===== src/rtl/lif_pkg.sv =====
// ============================================================================
// lif_pkg : shared types and width/saturation helpers for the LIF neuron family
// Rev 1.0 : initial release
// ============================================================================
`default_nettype none

package lif_pkg;

  typedef enum logic [0:0] {
    ST_INTEGRATE  = 1'b0,
    ST_REFRACTORY = 1'b1
  } lif_state_t;

  // Width of a masked signed sum of n_in weights of w bits, with one spare bit
  function automatic int sum_width(input int n_in, input int w);
    return w + $clog2(n_in) + 1;
  endfunction

  function automatic int max_int(input int a, input int b);
    return (a > b) ? a : b;
  endfunction

  // Bits needed to hold 0..maxval, never less than one
  function automatic int bits_for(input int maxval);
    return (maxval < 1) ? 1 : $clog2(maxval + 1);
  endfunction

  function automatic int sat_add(input int a, input int b, input int ceil);
    return (a + b > ceil) ? ceil : a + b;
  endfunction

  function automatic int floor_dec(input int a);
    return (a > 0) ? a - 1 : 0;
  endfunction

endpackage

`default_nettype wire


===== src/rtl/lif_syn_sum.sv =====
// ============================================================================
// lif_syn_sum : combinational masked signed summation of N_IN synaptic weights
// Rev 1.0 : initial release
// ============================================================================
`default_nettype none

module lif_syn_sum
  import lif_pkg::*;
#(
  parameter int N_IN    = 3,
  parameter int W_WIDTH = 4,
  localparam int SUM_W  = sum_width(N_IN, W_WIDTH)
) (
  input  logic                      [N_IN-1:0] spike_i,
  input  logic              [N_IN*W_WIDTH-1:0] weights_i,
  output logic signed              [SUM_W-1:0] sum_o
);

  always_comb begin
    sum_o = '0;
    for (int i = 0; i < N_IN; i++) begin
      if (spike_i[i]) begin
        sum_o = sum_o + {{(SUM_W-W_WIDTH){weights_i[i*W_WIDTH+W_WIDTH-1]}},
                         weights_i[i*W_WIDTH +: W_WIDTH]};
      end
    end
  end

endmodule

`default_nettype wire


===== src/rtl/lif_neuron_n.sv =====
// ============================================================================
// lif_neuron_n : N-input leaky integrate-and-fire neuron with refractory period
// Optional adaptive threshold enabled by defining LIF_ADAPT_EN.
// Rev 1.0 : initial release
// ============================================================================
`default_nettype none

module lif_neuron_n
  import lif_pkg::*;
#(
  parameter int N_IN      = 3,
  parameter int W_WIDTH   = 4,
  parameter int V_WIDTH   = 8,
  parameter int V_REST    = 6,
  parameter int V_LEAK    = 1,
  parameter int V_THRESH  = 14,
  parameter int T_REF     = 2,
  parameter int ADAPT_INC = 4,
  parameter int ADAPT_MAX = 15
) (
  input  logic                      clk,
  input  logic                      rst_n,
  input  logic                      en,
  input  logic           [N_IN-1:0] spike_in,
  input  logic   [N_IN*W_WIDTH-1:0] weights,
  output logic                      spike_out,
  output logic        [V_WIDTH-1:0] v_mem,
  output logic                      refractory
);

  localparam int SUM_W  = sum_width(N_IN, W_WIDTH);
  localparam int CALC_W = max_int(V_WIDTH, SUM_W) + 2;
  localparam int CNT_W  = bits_for(T_REF);

  localparam logic        [V_WIDTH-1:0] REST_V = V_WIDTH'(V_REST);
  localparam logic signed  [CALC_W-1:0] REST_S = CALC_W'(V_REST);
  localparam logic signed  [CALC_W-1:0] LEAK_S = CALC_W'(V_LEAK);

  if (N_IN < 1 || V_REST >= V_THRESH || V_THRESH >= 2**V_WIDTH || T_REF < 0
      || ADAPT_INC < 0 || ADAPT_MAX < 0) begin : g_param_chk
    $error("lif_neuron_n: illegal parameter combination");
  end

  lif_state_t               state_q, state_d;
  logic       [V_WIDTH-1:0] v_mem_q, v_mem_d;
  logic         [CNT_W-1:0] cnt_q, cnt_d;
  logic                     spike_q, spike_d;

  logic signed  [SUM_W-1:0] syn_sum;
  logic signed [CALC_W-1:0] v_next;
  logic signed [CALC_W-1:0] th_eff;

  lif_syn_sum #(
    .N_IN    (N_IN),
    .W_WIDTH (W_WIDTH)
  ) u_syn_sum (
    .spike_i   (spike_in),
    .weights_i (weights),
    .sum_o     (syn_sum)
  );

  // Widened so neither a large excitatory sum nor inhibition wraps before compare
  assign v_next = $signed({{(CALC_W-V_WIDTH){1'b0}}, v_mem_q})
                + $signed({{(CALC_W-SUM_W){syn_sum[SUM_W-1]}}, syn_sum})
                - LEAK_S;

`ifdef LIF_ADAPT_EN
  localparam int ADAPT_WIDTH = bits_for(ADAPT_MAX);

  if (V_THRESH + ADAPT_MAX >= 2**V_WIDTH) begin : g_adapt_range_chk
    $error("lif_neuron_n: V_THRESH+ADAPT_MAX must fit in V_WIDTH");
  end

  logic [ADAPT_WIDTH-1:0] offset_q, offset_d;

  always_comb begin
    offset_d = offset_q;
    if (en) begin
      if (spike_d) offset_d = ADAPT_WIDTH'(sat_add(int'(offset_q), ADAPT_INC, ADAPT_MAX));
      else         offset_d = ADAPT_WIDTH'(floor_dec(int'(offset_q)));
    end
  end

  always_ff @(posedge clk or negedge rst_n) begin
    if (!rst_n) offset_q <= '0;
    else        offset_q <= offset_d;
  end

  assign th_eff = CALC_W'(V_THRESH) + $signed({{(CALC_W-ADAPT_WIDTH){1'b0}}, offset_q});
`else
  assign th_eff = CALC_W'(V_THRESH);
`endif

  always_comb begin
    state_d = state_q;
    v_mem_d = v_mem_q;
    cnt_d   = cnt_q;
    spike_d = 1'b0;
    if (en) begin
      case (state_q)
        ST_INTEGRATE: begin
          if (v_next >= th_eff) begin
            spike_d = 1'b1;
            v_mem_d = REST_V;
            if (T_REF > 0) begin
              cnt_d   = CNT_W'(T_REF);
              state_d = ST_REFRACTORY;
            end
          end else if (v_next < REST_S) begin
            v_mem_d = REST_V;
          end else begin
            v_mem_d = v_next[V_WIDTH-1:0];
          end
        end
        ST_REFRACTORY: begin
          v_mem_d = REST_V;
          cnt_d   = cnt_q - CNT_W'(1);
          if (cnt_q == CNT_W'(1)) state_d = ST_INTEGRATE;
        end
        default: state_d = ST_INTEGRATE;
      endcase
    end
  end

  always_ff @(posedge clk or negedge rst_n) begin
    if (!rst_n) begin
      state_q <= ST_INTEGRATE;
      v_mem_q <= REST_V;
      cnt_q   <= '0;
      spike_q <= 1'b0;
    end else begin
      state_q <= state_d;
      v_mem_q <= v_mem_d;
      cnt_q   <= cnt_d;
      spike_q <= spike_d;
    end
  end

  assign spike_out  = spike_q;
  assign v_mem      = v_mem_q;
  assign refractory = (state_q == ST_REFRACTORY);

endmodule

`default_nettype wire

===== config.mk =====
export PLATFORM = sky130hd
export DESIGN_NAME = lif_neuron_n
export DESIGN_NICKNAME = d
export VERILOG_FILES = /design/src/rtl/lif_pkg.sv /design/src/rtl/lif_syn_sum.sv /design/src/rtl/lif_neuron_n.sv
export SDC_FILE = /design/constraint.sdc
export NUM_CORES = 1
export LEC_CHECK = 0
export CAP_MARGIN = 20
export CORE_MARGIN = 4
export CORE_UTILIZATION = 35
export CTS_BUF_LIST = sky130_fd_sc_hd__clkbuf_16
export CTS_CLUSTER_SIZE = 20
export DETAILED_ROUTE_END_ITERATION = 12
export PLACE_DENSITY_LB_ADDON = 0.3
export SYNTH_ARGS = -nofsm -noshare
export SYNTH_HDL_FRONTEND = slang
export SYNTH_SLANG_ARGS = --single-unit

===== constraint.sdc =====
create_clock -name clk -period 8.5 [get_ports clk]
set_input_delay 2.55 -clock clk [delete_from_list [all_inputs] [get_ports clk]]
set_output_delay 2.55 -clock clk [all_outputs]
set_load 0.01 [all_outputs]

* After elaboration in Yosys (flattened, before gate mapping)
Index checks and enable logic that the tools add are counted.
** Storage, ports and cells
- Bits in registers :: 12
- Latch bits :: 0
- Bits in writable memories :: 0
- ROM bits :: 0
- Input bits :: 18
- Output and inout bits :: 10
- Word-level logic and storage cells :: 28
- Memories :: 0
** Operators by class
- Add/sub/neg operators :: 5
- Multiply operators :: 0
- Div/mod/pow operators :: 0
- $lt $le $gt $ge :: 2
- Equal/unequal tests :: 2
- Shift-type cells :: 0
- Mux-type cells :: 13
- Bitwise logic cells :: 1
- Reductions and logical operators :: 1
** Operators by type and width (number)
- two-way mux 7 bit :: 3
- two-way mux 8 bit :: 2
- one-hot mux 8 bit (2 select lines) :: 1
- adder 7 bit :: 2
- adder 9 x 7 -> 10 bit :: 1
- >= comparator 10 x 5 -> 1 bit (second input constant) :: 1
- less-than comparator 10 x 4 -> 1 bit (second input constant) :: 1
- subtractor 10 x 2 -> 10 bit (second input constant) :: 1
- two-way mux 1 bit :: 4
- one-hot mux 2 bit (2 select lines) :: 1
- == test 2 x 1 -> 1 bit (second input constant) :: 1
- two-way mux 2 bit :: 1
- inequality test 2 bit (second input constant) :: 1
- one-hot mux 1 bit (2 select lines) :: 1
- AND reduction 2 bit :: 1
- subtractor 2 x 1 -> 2 bit (second input constant) :: 1
- inverter 1 bit :: 1

* Longest topological paths before layout
- Depth after elaboration :: 11
- Gate-level depth with buffers :: 23
- Mapped depth without buffers :: 23

* Modules after synthesis
Synthesis repeated with hierarchy kept, for this count alone.
** Unflattened totals
- Cells, all modules :: 208
- Area total of the unflattened synthesis :: 1737.9 µm²
** Modules (own cells, without submodules)
- lif_neuron_n :: times used 1, cells each 128, area an instance 1116.1 µm², seq. area each 302.8 µm²
- lif_syn_sum :: times used 1, cells each 80, area an instance 621.8 µm², seq. area each 0.0 µm²

* Worst setup path after synthesis
No wires, ideal clock.
- Kind :: input port to flip-flop
- Start point :: input weights[0]
- End point :: register v_mem_q[2] (netlist: v_mem[2])
- Setup time :: 0.098 ns
- Arrival :: 6.656 ns
- Required time :: 8.402 ns
- Setup slack :: 1.747 ns
- Stages :: 23
- Buffers on the path :: 0
- Path through :: and2_1 -> ha_1 -> inv_1 -> fa_1 -> xor2_1 -> nor2_1 -> xnor2_1 -> ha_1 -> a21o_1 -> a21o_1 -> a21oi_1 -> xnor2_1 -> mux2i_1 -> ha_1 -> inv_1 -> ha_1 -> o21ai_0 -> o21ai_0 -> a21boi_0 -> a2111oi_4 -> o21ai_1 -> o221ai_2 -> o211ai_1
** Between the ends
- Word-level cells in the longest chain between the ends :: 11
- Elaborated cells on any way between the ends :: 12
- Those cells by class :: add/sub: 4; order compare: 2; mux: 6
** RTL lines
- from (decl) :: RTL line lif_neuron_n.sv:25 : input logic [N_IN*W_WIDTH-1:0] weights,
- two-way mux 7 bit * :: RTL line lif_syn_sum.sv:22 : if (spike_i[i]) begin
- adder 7 bit :: RTL line lif_syn_sum.sv:23 : sum_o = sum_o + {{(SUM_W-W_WIDTH){weights_i[i*W_WIDTH+W_WIDTH-1]}},
- two-way mux 7 bit * :: RTL line lif_syn_sum.sv:22
- adder 7 bit :: RTL line lif_syn_sum.sv:23
- two-way mux 7 bit * :: RTL line lif_syn_sum.sv:22
- adder 9 x 7 -> 10 bit * :: RTL line lif_neuron_n.sv:64 : + $signed({{(CALC_W-SUM_W){syn_sum[SUM_W-1]}}, syn_sum})
- subtractor 10 x 2 -> 10 bit * :: RTL line lif_neuron_n.sv:65 : - LEAK_S;
- less-than comparator 10 x 4 -> 1 bit :: RTL line lif_neuron_n.sv:109 : end else if (v_next < REST_S) begin
- two-way mux 8 bit :: RTL line lif_neuron_n.sv:109
- two-way mux 8 bit * :: RTL line lif_neuron_n.sv:102 : if (v_next >= th_eff) begin
- one-hot mux 8 bit (2 select lines) * :: RTL line lif_neuron_n.sv:100 : case (state_q)
- to (signal assigned) :: RTL line lif_neuron_n.sv:133 : v_mem_q <= v_mem_d;
- to (decl) :: RTL line lif_neuron_n.sv:45 : logic [V_WIDTH-1:0] v_mem_q, v_mem_d;
Mark *: on every way between the ends. The rest lies on a longest branch, timed or not.
A chain may end at the register's enable or synchronous reset.

* Worst setup path after layout
- Start point :: input spike_in[0]
- End point :: register v_mem_q[2] (netlist: v_mem[2])
** Between the ends
- Word-level cells in the longest chain between the ends :: 11
- Elaborated cells on any way between the ends :: 12
- Those cells by class :: add/sub: 4; order compare: 2; mux: 6
** RTL lines
- from (decl) :: RTL line lif_neuron_n.sv:24 : input logic [N_IN-1:0] spike_in,
- two-way mux 7 bit * :: RTL line lif_syn_sum.sv:22
- adder 7 bit :: RTL line lif_syn_sum.sv:23
- two-way mux 7 bit * :: RTL line lif_syn_sum.sv:22
- adder 7 bit :: RTL line lif_syn_sum.sv:23
- two-way mux 7 bit * :: RTL line lif_syn_sum.sv:22
- adder 9 x 7 -> 10 bit * :: RTL line lif_neuron_n.sv:64
- subtractor 10 x 2 -> 10 bit * :: RTL line lif_neuron_n.sv:65
- less-than comparator 10 x 4 -> 1 bit :: RTL line lif_neuron_n.sv:109
- two-way mux 8 bit :: RTL line lif_neuron_n.sv:109
- two-way mux 8 bit * :: RTL line lif_neuron_n.sv:102
- one-hot mux 8 bit (2 select lines) * :: RTL line lif_neuron_n.sv:100
Marks and branches as above.

==> results.md <==
* Run status: finished clean
* P per Cell Area at 205 nW/µm²
* Multiplexer area fraction after synthesis at 5.26%
* Layout Utilization at 45.8%
* # IOs at 28
* Reg area at 303 µm²
* Grt met3 use at 1.66%
* First DRT Iteration DRCs at 46
* Fin nets at 262
* Mapped cell area at 1620 µm²
* Synth unique cells at 49
* DRT Pass-1 Iters at 4
* Reg2Reg Depth at 12
* Adder-Cell Fraction of Synth Area at 21.5%
* RD Place Congestion at 0.758
* Dpl ws at 0.675 ns
* Most used cell, CP: ha_1
* Max Cap Viol at 0
* Drt via density at 5.06
* Net Switching at 0.167 mW
* Reg2Reg Setup Slack at 5.27 ns
* Busiest grt layer: met1
* H-tree depth at 1
* Post-CTS resize count at 0
* Largest family of logic cells by synthesized area: compound AO/OA/AOI/OAI gates
* CTS tree: done
* Mean Syn Cell Area at 8.60 µm²
* Post-Synth Simple-Gate Area at 16.8%
* Initial antenna violation count at 0
* Final worst path period share at 89.6%
* # fillers at 434
* Setup Buffers After CTS at 0
* Grt ovf at 0
* Syn. warnings at 0
* Ys flop type: dfrtp_1
* Die Span X at 76.0 µm
* Kind of critical path: in -> reg
* Setup WS post-layout at 0.885 ns
* Clock skew at 0.000687 ns
* P_int at 0.247 mW
* Crit path launch type: primary input
* Yosys reg bits at 12
* Post-synthesis xor/xnor area fraction at 4.88%
* Min-delay src: cnt_q[1]$_DFFE_PN0P_
* Switch share at 40.4%
* Measured slew at the worst slew-check pin at 0.549 ns
* Worst R2R End: v_mem[2]$_DFFE_PN1P_
* Port bufs at 27
* Req. time, crit path at 8.65 ns
* Setup violations, final at 0
* Drc violations at 0
* Final ANT Viol Nets at 0
* Hold Path Class: reg -> reg
* Clk root buf: clkbuf_16
* Pin count of the biggest net entering global routing at 14
* Reg2reg start: v_mem[1]$_DFFE_PN1P_
* Setup TNS at 0 ns
* Clock Latency Late Sink at 0.24 ns
* Syn_nets at 232
* Multi-input gate area at 1200 µm²
* Hold Path Sink: cnt_q[1]$_DFFE_PN0P_
* Reg clk slew, reported paths at 0.04 ns
* Worst path max stage delay at 0.57 ns
* Hold buffer count at CTS at 0
* Synth Instances at 188
* Layout cells sized above 1 at 8.76%
* Area Growth Syn to Fin at 25.1%
* Row count at 24
* CTS Sinks at 12
* Final antenna diode count at 0
* Hold depth at 2
* Non-Filler Instances at 269
* Core Box Area at 4410 µm²
* Compound-cell area share of the yosys netlist at 26.0%
* Fmax at 131 MHz
* Wirelength per Cell at 12.8 µm
* Min Clock Period, post-route at 7.62 ns
* DPL Wire Length at 2.86 mm
* Critical Path Sink Type: register
* Dpl cells at 265
* Slowest CP cell: clkdlybuf4s50_1
* Largest area contributor in the netlist: ha_1
* Num CTS Buffers at 3
* Vias in the first global route at 1345
* Full die area at 5770 µm²
* GRT met2 Usage at 18.7%
* Chip height at 76.0 µm
* Slew HR at 63.0%
* Post-synth top area share at 17.8%
* Ranking of synthesized cells by area: ha_1, dfrtp_1, inv_1
* CTS Buffer Depth at 2
* Combinational Power Share at 60.1%
* Max Slew Vio Count at 0
* Sequential share of power at 19.1%
* Worst EP arrival at 7.76 ns
* Number of synthesized flops with an enable pin at 0
* P_leak at 0.925 nW
* RSZ-0062 raised after global routing: no
* Clock Power Share at 20.8%
* Post-synth ARST share at 100%
* Grt met1 use at 19.0%
* Sequential-to-total area share from yosys stat at 18.7%
* Peak VDD IR at 0.000179 V
* First-pass GRT wire length at 6.22 mm
* Crit-path cells: clkdlybuf4s50_1 > and2_1 > ha_1 > inv_1 > fa_1 > xor2_1 > nor2_1 > xnor2_1 > ha_1 > a21o_1 > a21o_1 > a21oi_1 > xnor2_1 > mux2i_1 > ha_1 > inv_1 > ha_1 > o21ai_0 > o21ai_0 > a21boi_0 > a2111oi_4 > o21ai_1 > o221ai_2 > o211ai_1
* Vias at 1361
* Starting density of the core at 36.6%
* Drt total wl at 3.43 mm
* Crit Path Max Fanout at 7
* Gr usage total at 12.7%
* Final hold viol count at 0
==> area by class of cell <==
| type | count | area share, % |
|---|---|---|
| clock buffer | 3 | 3.71 |
| clock inverter | 1 | 0.186 |
| inverter | 27 | 5.01 |
| multi-input combinational | 147 | 59.5 |
| sequential | 12 | 15.0 |
| tap | 52 | 3.22 |
| timing repair buffer | 27 | 13.4 |
==> how the worst max path moves through the flow <==
stage                     slack (ns)                    to   startpoint
after detailed placement        0.68  v_mem[2]$_DFFE_PN1P_  spike_in[0]
final                           0.88  v_mem[2]$_DFFE_PN1P_  spike_in[0]
after global placement          0.74  v_mem[2]$_DFFE_PN1P_  spike_in[0]
after CTS                       0.91  v_mem[2]$_DFFE_PN1P_  spike_in[0]
after floorplan                 1.75  v_mem[2]$_DFFE_PN1P_   weights[0]
after global routing            0.41  v_mem[2]$_DFFE_PN1P_  spike_in[0]
==> routing by layer <==
metal | wire length [µm] | part of all wire [%]
met5 | 0 | 0
met4 | 34 | 0.99
met3 | 90 | 2.6
met2 | 1470 | 43
met1 | 1830 | 53
==> stage by stage <==
step / hold WS, ns / instance area (µm²) / total power [mW]
after floorplan: 0.476 / 1620 / 0.270
after global placement: 0.488 / 1940 / 0.327
after detailed placement: 0.499 / 1940 / 0.328
after CTS: 0.506 / 2020 / 0.418
after global routing: 0.573 / 2020 / 0.459
final: 0.502 / 2020 / 0.414
==> power by group through the flow <==
stage          clock network, mW  logic (mW)  registers, mW
5_1_grt                   0.0923       0.286         0.0809
6_report                  0.0861       0.249         0.0791
3_3_place_gp                   0       0.247         0.0796
3_5_place_dp                   0       0.248         0.0796
4_1_cts                   0.0892       0.250         0.0791
2_1_floorplan                  0       0.190         0.0798
==> logic make-up after synthesis <==
group,Yosys count
compound gates,55
simple gates,49
buf+inv,29
fa+ha+maj,26
flops,12
xor+xnor,9
mux,8
==> worst max-delay path, delay by kind of cell <==
family          cells  cell delay [ns]
xor+xnor            3             0.46
compound gates     10             2.20
simple gates        2             0.29
buf+inv             3             0.67
mux                 1             0.10
fa+ha+maj           5             1.47
==> synthesized netlist by cell type (2+ instances only) <==
master     instances
a31oi_1            2
a2111oi_4          2
inv_1             27
o21ai_1            5
and2_1             3
ha_1              23
dfrtp_1           10
a211oi_1           5
or3_1              3
xor2_1             3
nor2_1            13
o21ai_0           10
nor2b_1            5
o22ai_1            3
a21oi_1            6
dfstp_2            2
nand2_1           12
xnor2_1            6
a21o_1             7
fa_1               3
or2_2              3
nand2b_1           2
mux2i_1            6
o21a_1             2
==> cells in the final DEF (no fill, tap or decap), types with 2 or more instances in the layout <==
master	Yosys	routed
a2111oi_4	2	2
a211oi_1	5	5
a21o_1	7	7
a21oi_1	6	6
a31oi_1	2	2
and2_1	3	3
clkbuf_16	0	3
clkdlybuf4s50_1	0	27
dfrtp_1	10	10
dfstp_2	2	2
fa_1	3	3
ha_1	23	23
inv_1	27	27
mux2i_1	6	6
nand2_1	12	12
nand2b_1	2	2
nor2_1	13	13
nor2b_1	5	5
o21a_1	2	2
o21ai_0	10	10
o21ai_1	5	5
o22ai_1	3	3
or2_2	3	3
or3_1	3	3
xnor2_1	6	6
xor2_1	3	3
==> state kept, by name (all words and copies together) (netlist names) <==
register / count
v_mem: 8
refractory: 1
cnt_q: 2
spike_out: 1
Power figures use the tool's default switching activity.
